==> config.mk <==
export PLATFORM = sky130hd
export DESIGN_NAME = keypad_scanner
export DESIGN_NICKNAME = d
export VERILOG_FILES = /design/src/rtl/keypad_pkg.sv /design/src/rtl/keypad_tick_gen.sv /design/src/rtl/keypad_scanner.sv
export SDC_FILE = /design/constraint.sdc
export NUM_CORES = 1
export LEC_CHECK = 0
export ABC_AREA = 1
export ABC_CLOCK_PERIOD_IN_PS = 1350
export CAP_MARGIN = 0
export CORE_ASPECT_RATIO = 2
export CORE_MARGIN = 2
export CORE_UTILIZATION = 30
export CTS_CLUSTER_SIZE = 25
export DETAILED_ROUTE_END_ITERATION = 8
export SETUP_SLACK_MARGIN = 0.2
export SLEW_MARGIN = 5
export SYNTH_ARGS = -nofsm -noshare
export SYNTH_HDL_FRONTEND = slang
export SYNTH_HIERARCHICAL = 1
export SYNTH_SLANG_ARGS = --single-unit
==> constraint.sdc <==
create_clock -name clk -period 1.35 [get_ports clk]
set_input_delay 0.27 -clock clk [delete_from_list [all_inputs] [get_ports clk]]
set_output_delay 0.27 -clock clk [all_outputs]
set_load 0.03 [all_outputs]
==> src/rtl/keypad_pkg.sv <==
// Shared definitions for the 4x4 keypad matrix scanner.
package keypad_pkg;

  typedef enum logic [1:0] {
    SCAN,
    DEBOUNCE,
    PRESSED,
    RELEASE
  } state_t;

  localparam int unsigned NUM_COLS = 4;
  localparam int unsigned NUM_ROWS = 4;

  // Column 0 driven low out of reset.
  localparam logic [NUM_COLS-1:0] COL_RESET = 4'b1110;

  // Index of the lowest active-low row; lowest index wins on multiple hits.
  function automatic logic [1:0] first_low(input logic [NUM_ROWS-1:0] rows);
    logic [1:0] idx;
    idx = '0;
    for (int unsigned i = NUM_ROWS; i > 0; i--) begin
      if (!rows[i-1]) idx = 2'(i - 1);
    end
    return idx;
  endfunction

endpackage

==> src/rtl/keypad_tick_gen.sv <==
// Free-running scan divider: tick is high for one clk cycle every SCAN_DIV cycles.
module keypad_tick_gen #(
  parameter int unsigned SCAN_DIV = 1000
) (
  input  logic clk,
  input  logic reset_n,
  output logic tick
);

  localparam int unsigned CW = $clog2(SCAN_DIV);

  logic [CW-1:0] count;

  assign tick = (count == CW'(SCAN_DIV - 1));

  // Count 0..SCAN_DIV-1 and wrap.
  always_ff @(posedge clk or negedge reset_n) begin
    if (!reset_n)  count <= '0;
    else if (tick) count <= '0;
    else           count <= count + 1'b1;
  end

endmodule

==> src/rtl/keypad_scanner.sv <==
// 4x4 keypad matrix scanner with press/release debounce and a one-cycle
// key_valid strobe. Optional auto-repeat while held: define KEYPAD_REPEAT_EN.
module keypad_scanner
  import keypad_pkg::*;
#(
  parameter int unsigned SCAN_DIV     = 1000,
  parameter int unsigned DEBOUNCE_CNT = 8,
  parameter int unsigned REPEAT_TICKS = 250
) (
  input  logic       clk,
  input  logic       reset_n,
  input  logic [3:0] row_in,
  output logic [3:0] col_out,
  output logic [1:0] key_row,
  output logic [1:0] key_col,
  output logic       key_valid,
  output logic       key_held
);

  localparam int unsigned CNTW = $clog2(DEBOUNCE_CNT + 1);

  if (SCAN_DIV < 4 || DEBOUNCE_CNT < 2 || REPEAT_TICKS < 1) begin : g_bad_params
    $error("keypad_scanner: parameter out of range");
  end

  logic [1:0]      rst_pipe;
  logic            rst_n_int;
  logic [3:0]      sync1, sync2;
  logic            tick;
  state_t          state;
  logic [1:0]      col_idx;
  logic [1:0]      cand_row, cand_col;
  logic [CNTW-1:0] cnt;
  logic            hit, cand_low;
  logic [1:0]      hit_row;

  // Reset asserts asynchronously, releases synchronously to clk.
  always_ff @(posedge clk or negedge reset_n) begin
    if (!reset_n) rst_pipe <= '0;
    else          rst_pipe <= {rst_pipe[0], 1'b1};
  end
  assign rst_n_int = rst_pipe[1];

  // Two-flop synchronizer for the asynchronous row lines.
  always_ff @(posedge clk or negedge rst_n_int) begin
    if (!rst_n_int) begin
      sync1 <= '1;
      sync2 <= '1;
    end else begin
      sync1 <= row_in;
      sync2 <= sync1;
    end
  end

  keypad_tick_gen #(.SCAN_DIV(SCAN_DIV)) u_tick_gen (
    .clk     (clk),
    .reset_n (rst_n_int),
    .tick    (tick)
  );

  assign hit      = ~&sync2;
  assign hit_row  = first_low(sync2);
  assign cand_low = ~sync2[cand_row];

`ifdef KEYPAD_REPEAT_EN
  localparam int unsigned RW = $clog2(REPEAT_TICKS + 1);
  logic [RW-1:0] rep_cnt;
`endif

  // Scan/debounce FSM; all outputs registered, rows sampled only on tick.
  always_ff @(posedge clk or negedge rst_n_int) begin
    if (!rst_n_int) begin
      state     <= SCAN;
      col_out   <= COL_RESET;
      col_idx   <= '0;
      cand_row  <= '0;
      cand_col  <= '0;
      cnt       <= '0;
      key_row   <= '0;
      key_col   <= '0;
      key_valid <= 1'b0;
      key_held  <= 1'b0;
`ifdef KEYPAD_REPEAT_EN
      rep_cnt   <= '0;
`endif
    end else begin
      key_valid <= 1'b0;
      if (tick) begin
        case (state)
          SCAN: begin
            if (hit) begin
              cand_row <= hit_row;
              cand_col <= col_idx;
              cnt      <= CNTW'(1);
              state    <= DEBOUNCE;
            end else begin
              col_idx <= col_idx + 1'b1;
              col_out <= {col_out[2:0], col_out[3]};
            end
          end
          DEBOUNCE: begin
            if (cand_low) begin
              if (cnt == CNTW'(DEBOUNCE_CNT - 1)) begin
                key_row   <= cand_row;
                key_col   <= cand_col;
                key_valid <= 1'b1;
                key_held  <= 1'b1;
                cnt       <= '0;
                state     <= PRESSED;
`ifdef KEYPAD_REPEAT_EN
                rep_cnt   <= '0;
`endif
              end else begin
                cnt <= cnt + 1'b1;
              end
            end else begin
              cnt     <= '0;
              state   <= SCAN;
              col_idx <= col_idx + 1'b1;
              col_out <= {col_out[2:0], col_out[3]};
            end
          end
          PRESSED: begin
            if (!cand_low) begin
              cnt   <= CNTW'(1);
              state <= RELEASE;
            end
`ifdef KEYPAD_REPEAT_EN
            else if (rep_cnt == RW'(REPEAT_TICKS - 1)) begin
              rep_cnt   <= '0;
              key_valid <= 1'b1;
            end else begin
              rep_cnt <= rep_cnt + 1'b1;
            end
`endif
          end
          RELEASE: begin
            if (!cand_low) begin
              if (cnt == CNTW'(DEBOUNCE_CNT - 1)) begin
                key_held <= 1'b0;
                cnt      <= '0;
                state    <= SCAN;
                col_idx  <= col_idx + 1'b1;
                col_out  <= {col_out[2:0], col_out[3]};
              end else begin
                cnt <= cnt + 1'b1;
              end
            end else begin
              cnt   <= '0;
              state <= PRESSED;
`ifdef KEYPAD_REPEAT_EN
              rep_cnt <= '0;
`endif
            end
          end
          default: state <= SCAN;
        endcase
      end
    end
  end

endmodule

==> flow_summary.json <==
{
  "postSynthRegisterBits": 42,
  "totalWireLength_um": 4710,
  "final_hold_viol_count": 0,
  "critical_path.cell_chain": "ha_2, nand2_2, nor2_4, inv_2, nand2_2, nand3_2, nor2_4, nand2_4, xor2_1",
  "setup_ws_ps": -127,
  "dpl.hpwl_um": 3110,
  "route.detailed.drc": 0,
  "worst_ep_arrival_time_ps": 1650,
  "avg_inst_size_synth_um2": 8.60,
  "clock_latency_ps": 290,
  "yosysSeqAreaShare": 0.550,
  "worstSetupEndpoint": "col_idx[0]",
  "grt_usage": 0.148,
  "1st_iter_drt_viols": 40,
  "layout_net_count": 311,
  "detailedRoute.firstPassIterationCount": 4,
  "status": "complete, but fails checks",
  "die_area_mm2": 0.00715,
  "critPathTopFamily": "simple AND/OR/NAND/NOR gates",
  "path_class": "flip-flop to flip-flop",
  "postCtsHoldBufs": 0,
  "timing.critical_path.depth": 9,
  "skew_ps": 6.01,
  "pwr_density_cell_mw_per_mm2": 980,
  "power.total_w": 0.00295,
  "gr-total-overflow": 0,
  "unrepaired_setup_endpoints_after_global_routing": "yes",
  "yosys_warnings": 6,
  "rrSetupSlack_ps": -130,
  "cp_data_required_time_ps": 1530,
  "critical-path-max-stage-delay_ps": 350,
  "synth_top_area_share": 0.401,
  "worst_setup_hold_path_clk_slew_ps": 60,
  "report.final.setup_viol": 25,
  "finalCritPeriodShare": 1.09,
  "post_synth_inst_count": 225,
  "worst_r2r_endpoint": "col_idx[0]",
  "asyncSetResetFlopFracSynth": 1.00,
  "whs_ps": 140,
  "timing.critical_path.from_type": "flip-flop",
  "initial_core_util": 0.309,
  "critical_path.reg2reg.startpoint": "cnt[1]",
  "std_cell_rows": 41,
  "synth-edff-count": 0,
  "wl_per_cell_um": 12.1,
  "grt_antenna_before_repair": 0,
  "synth.top_cells.by_area": "dfrtp_1 (40%), dfstp_2 (15%), nand2_1 (14%)",
  "clock_path_buffers": 2,
  "number_of_ports_placed_on_the_die_boundary": 16,
  "critical_path.max_fanout": 7,
  "synth.lib_cells_used.distinct": 28,
  "final_period_minus_worst_setup_slack_ps": 1480,
  "cts_inserted_buffers": 5,
  "portBuffers": 15,
  "postSynthNetCount": 233,
  "crit_path_end_kind": "flip-flop",
  "max_freq_ghz": 0.677,
  "fp.coreArea_mm2": 0.00626,
  "layout-drive-gt1-share": 0.480,
  "synth_largest_area_cell": "dfrtp_1",
  "vdd_ir_drop_max_v": 0.000540,
  "failing_checks": "negative setup slack",
  "r2r_cells": 9,
  "ys.flop_type": "dfrtp_1",
  "timing.hold.worst.class": "input port to async pin",
  "grt_pass1_vias": 1804,
  "cts_max_level": 2,
  "cts.sinks": 42,
  "worstSetupStartpoint": "cnt[1]",
  "total_leakage_power_nw": 1.46,
  "cts_root_buffer": "clkbuf_16",
  "antenna_left": 0,
  "floorplan.die.width_um": 60.8,
  "area.growth.synth_to_final_pct": 55.3,
  "max_cap_viol_count": 0,
  "timing_max_transition_violations_final": 0,
  "vias": 1744,
  "cts_tree": "done",
  "drt-vias-per-instance": 4.47,
  "insertedDiodeCount": 0,
  "slowest_stage": "dfrtp_1",
  "grt_first_pass_wirelength_um": 7880,
  "critPathBufInv": 1,
  "grt_start_max_net_pins": 41,
  "place.gp.congestion": 0.807,
  "netlist_area_mm2": 0.00194,
  "fp.dieH_um": 118
}
==> routing by layer <==
metal | share of wire | track usage | up-vias
met5 | 0 | 0 | -
met4 | 0.046 | 0.0978 | 0
met3 | 0.028 | 0.0330 | 15
met2 | 0.59 | 0.263 | 39
met1 | 0.34 | 0.141 | 821
li1 | - | - | 869
==> worst min path at each step <==
stage	cells after the start	start	endpoint
floorplan	0	reset_n	rst_pipe[0]
finish	1	reset_n	rst_pipe[0]
global placement	1	rst_pipe[1]	col_out[0]
CTS	1	reset_n	rst_pipe[0]
detailed placement	1	rst_pipe[1]	col_out[0]
global route	1	reset_n	rst_pipe[0]
==> kinds of logic (layout without fill, tap and decap cells) <==
| group | after synthesis | in the layout | share of synthesized area |
|---|---|---|---|
| adder cells (fa/ha/maj) | 2 | 2 | 0.0129 |
| buffers and inverters | 27 | 106 | 0.0549 |
| flip-flops | 42 | 42 | 0.550 |
| AND/OR/NAND/NOR | 133 | 133 | 0.311 |
| AO/OA/AOI/OAI | 15 | 15 | 0.0465 |
| other | 1 | 1 | 0.00194 |
| XOR/XNOR | 5 | 5 | 0.0226 |
==> state kept, by name, indices dropped and copies added (netlist names), named ones only <==
register,count
key_held,1
sync2,4
col_idx,2
key_row,2
u_tick_gen/count,10
cnt,4
cand_col,2
sync1,4
cand_row,2
key_col,2
key_valid,1
state,1
rst_pipe,2
col_out,4
==> timing repair <==
item	4_1_cts	5_1_grt
resized for setup	69	25
setup endpoints to repair	38	37
cloned	0	0
pin swaps	28	15
buffers inserted	15	9
==> synth_stat cells (2+ instances only) <==
| master | count |
|---|---|
| nand3_1 | 20 |
| inv_1 | 23 |
| o21ai_1 | 2 |
| nor2_4 | 2 |
| a21oi_1 | 4 |
| nor2_1 | 22 |
| o21ai_0 | 7 |
| nor2_2 | 3 |
| dfrtp_1 | 31 |
| nor3_1 | 2 |
| nand2_1 | 71 |
| nand2_2 | 3 |
| inv_2 | 2 |
| dfstp_2 | 11 |
| xor2_1 | 4 |
| nand4_1 | 5 |
| ha_1 | 2 |
==> per-stage QoR <==
stage | util | std cells | TNS [ps] | instance area [um2] | setup slack, ps
5_1_grt | 0.480 | 390 | -4020 | 3010 | -207
3_5_place_dp | 0.391 | 358 | -1870 | 2450 | -188
2_1_floorplan | - | 225 | -718 | 1950 | -122
3_3_place_gp | 0.391 | 358 | -1680 | 2450 | -173
6_report | 0.480 | 390 | -1270 | 3010 | -127
4_1_cts | 0.458 | 381 | -1010 | 2870 | -96.6
==> power by group <==
part / internal (W) / switching [W] / leakage, nW
clock network: 0.00106 / 0.000510 / 0.0940
logic: 0.0000351 / 0.0000445 / 0.835
registers: 0.00128 / 0.00000844 / 0.531
total: 0.00238 / 0.000563 / 1.46
==> final cells by class <==
| type | instances | area [um2] |
|---|---|---|
| Inverter | 25 | 98.8 |
| Sequential cell | 42 | 1070 |
| Clock buffer | 5 | 125 |
| Tap cell | 86 | 108 |
| Clock inverter | 3 | 68.8 |
| Timing Repair Buffer | 73 | 587 |
| Fill cell | 606 | 3250 |
| Multi-Input combinational cell | 156 | 952 |
==> cells in the final DEF (no fill, tap or decap), drive strengths merged <==
| master | n |
|---|---|
| nand2 | 75 |
| buf | 68 |
| dfrtp | 31 |
| nor2 | 27 |
| inv | 24 |
| nand3 | 21 |
| dfstp | 11 |
| o21ai | 9 |
| nand4 | 6 |
| clkbuf | 5 |
| clkdlybuf4s50 | 5 |
| a21oi | 5 |
| xor2 | 4 |
| nor3 | 3 |
| ha | 2 |
| bufinv | 2 |
| clkinv | 2 |
| o2111ai | 1 |
| xnor2 | 1 |
| conb | 1 |
| nand3b | 1 |
No activity file was read; power rests on OpenSTA's default activity.
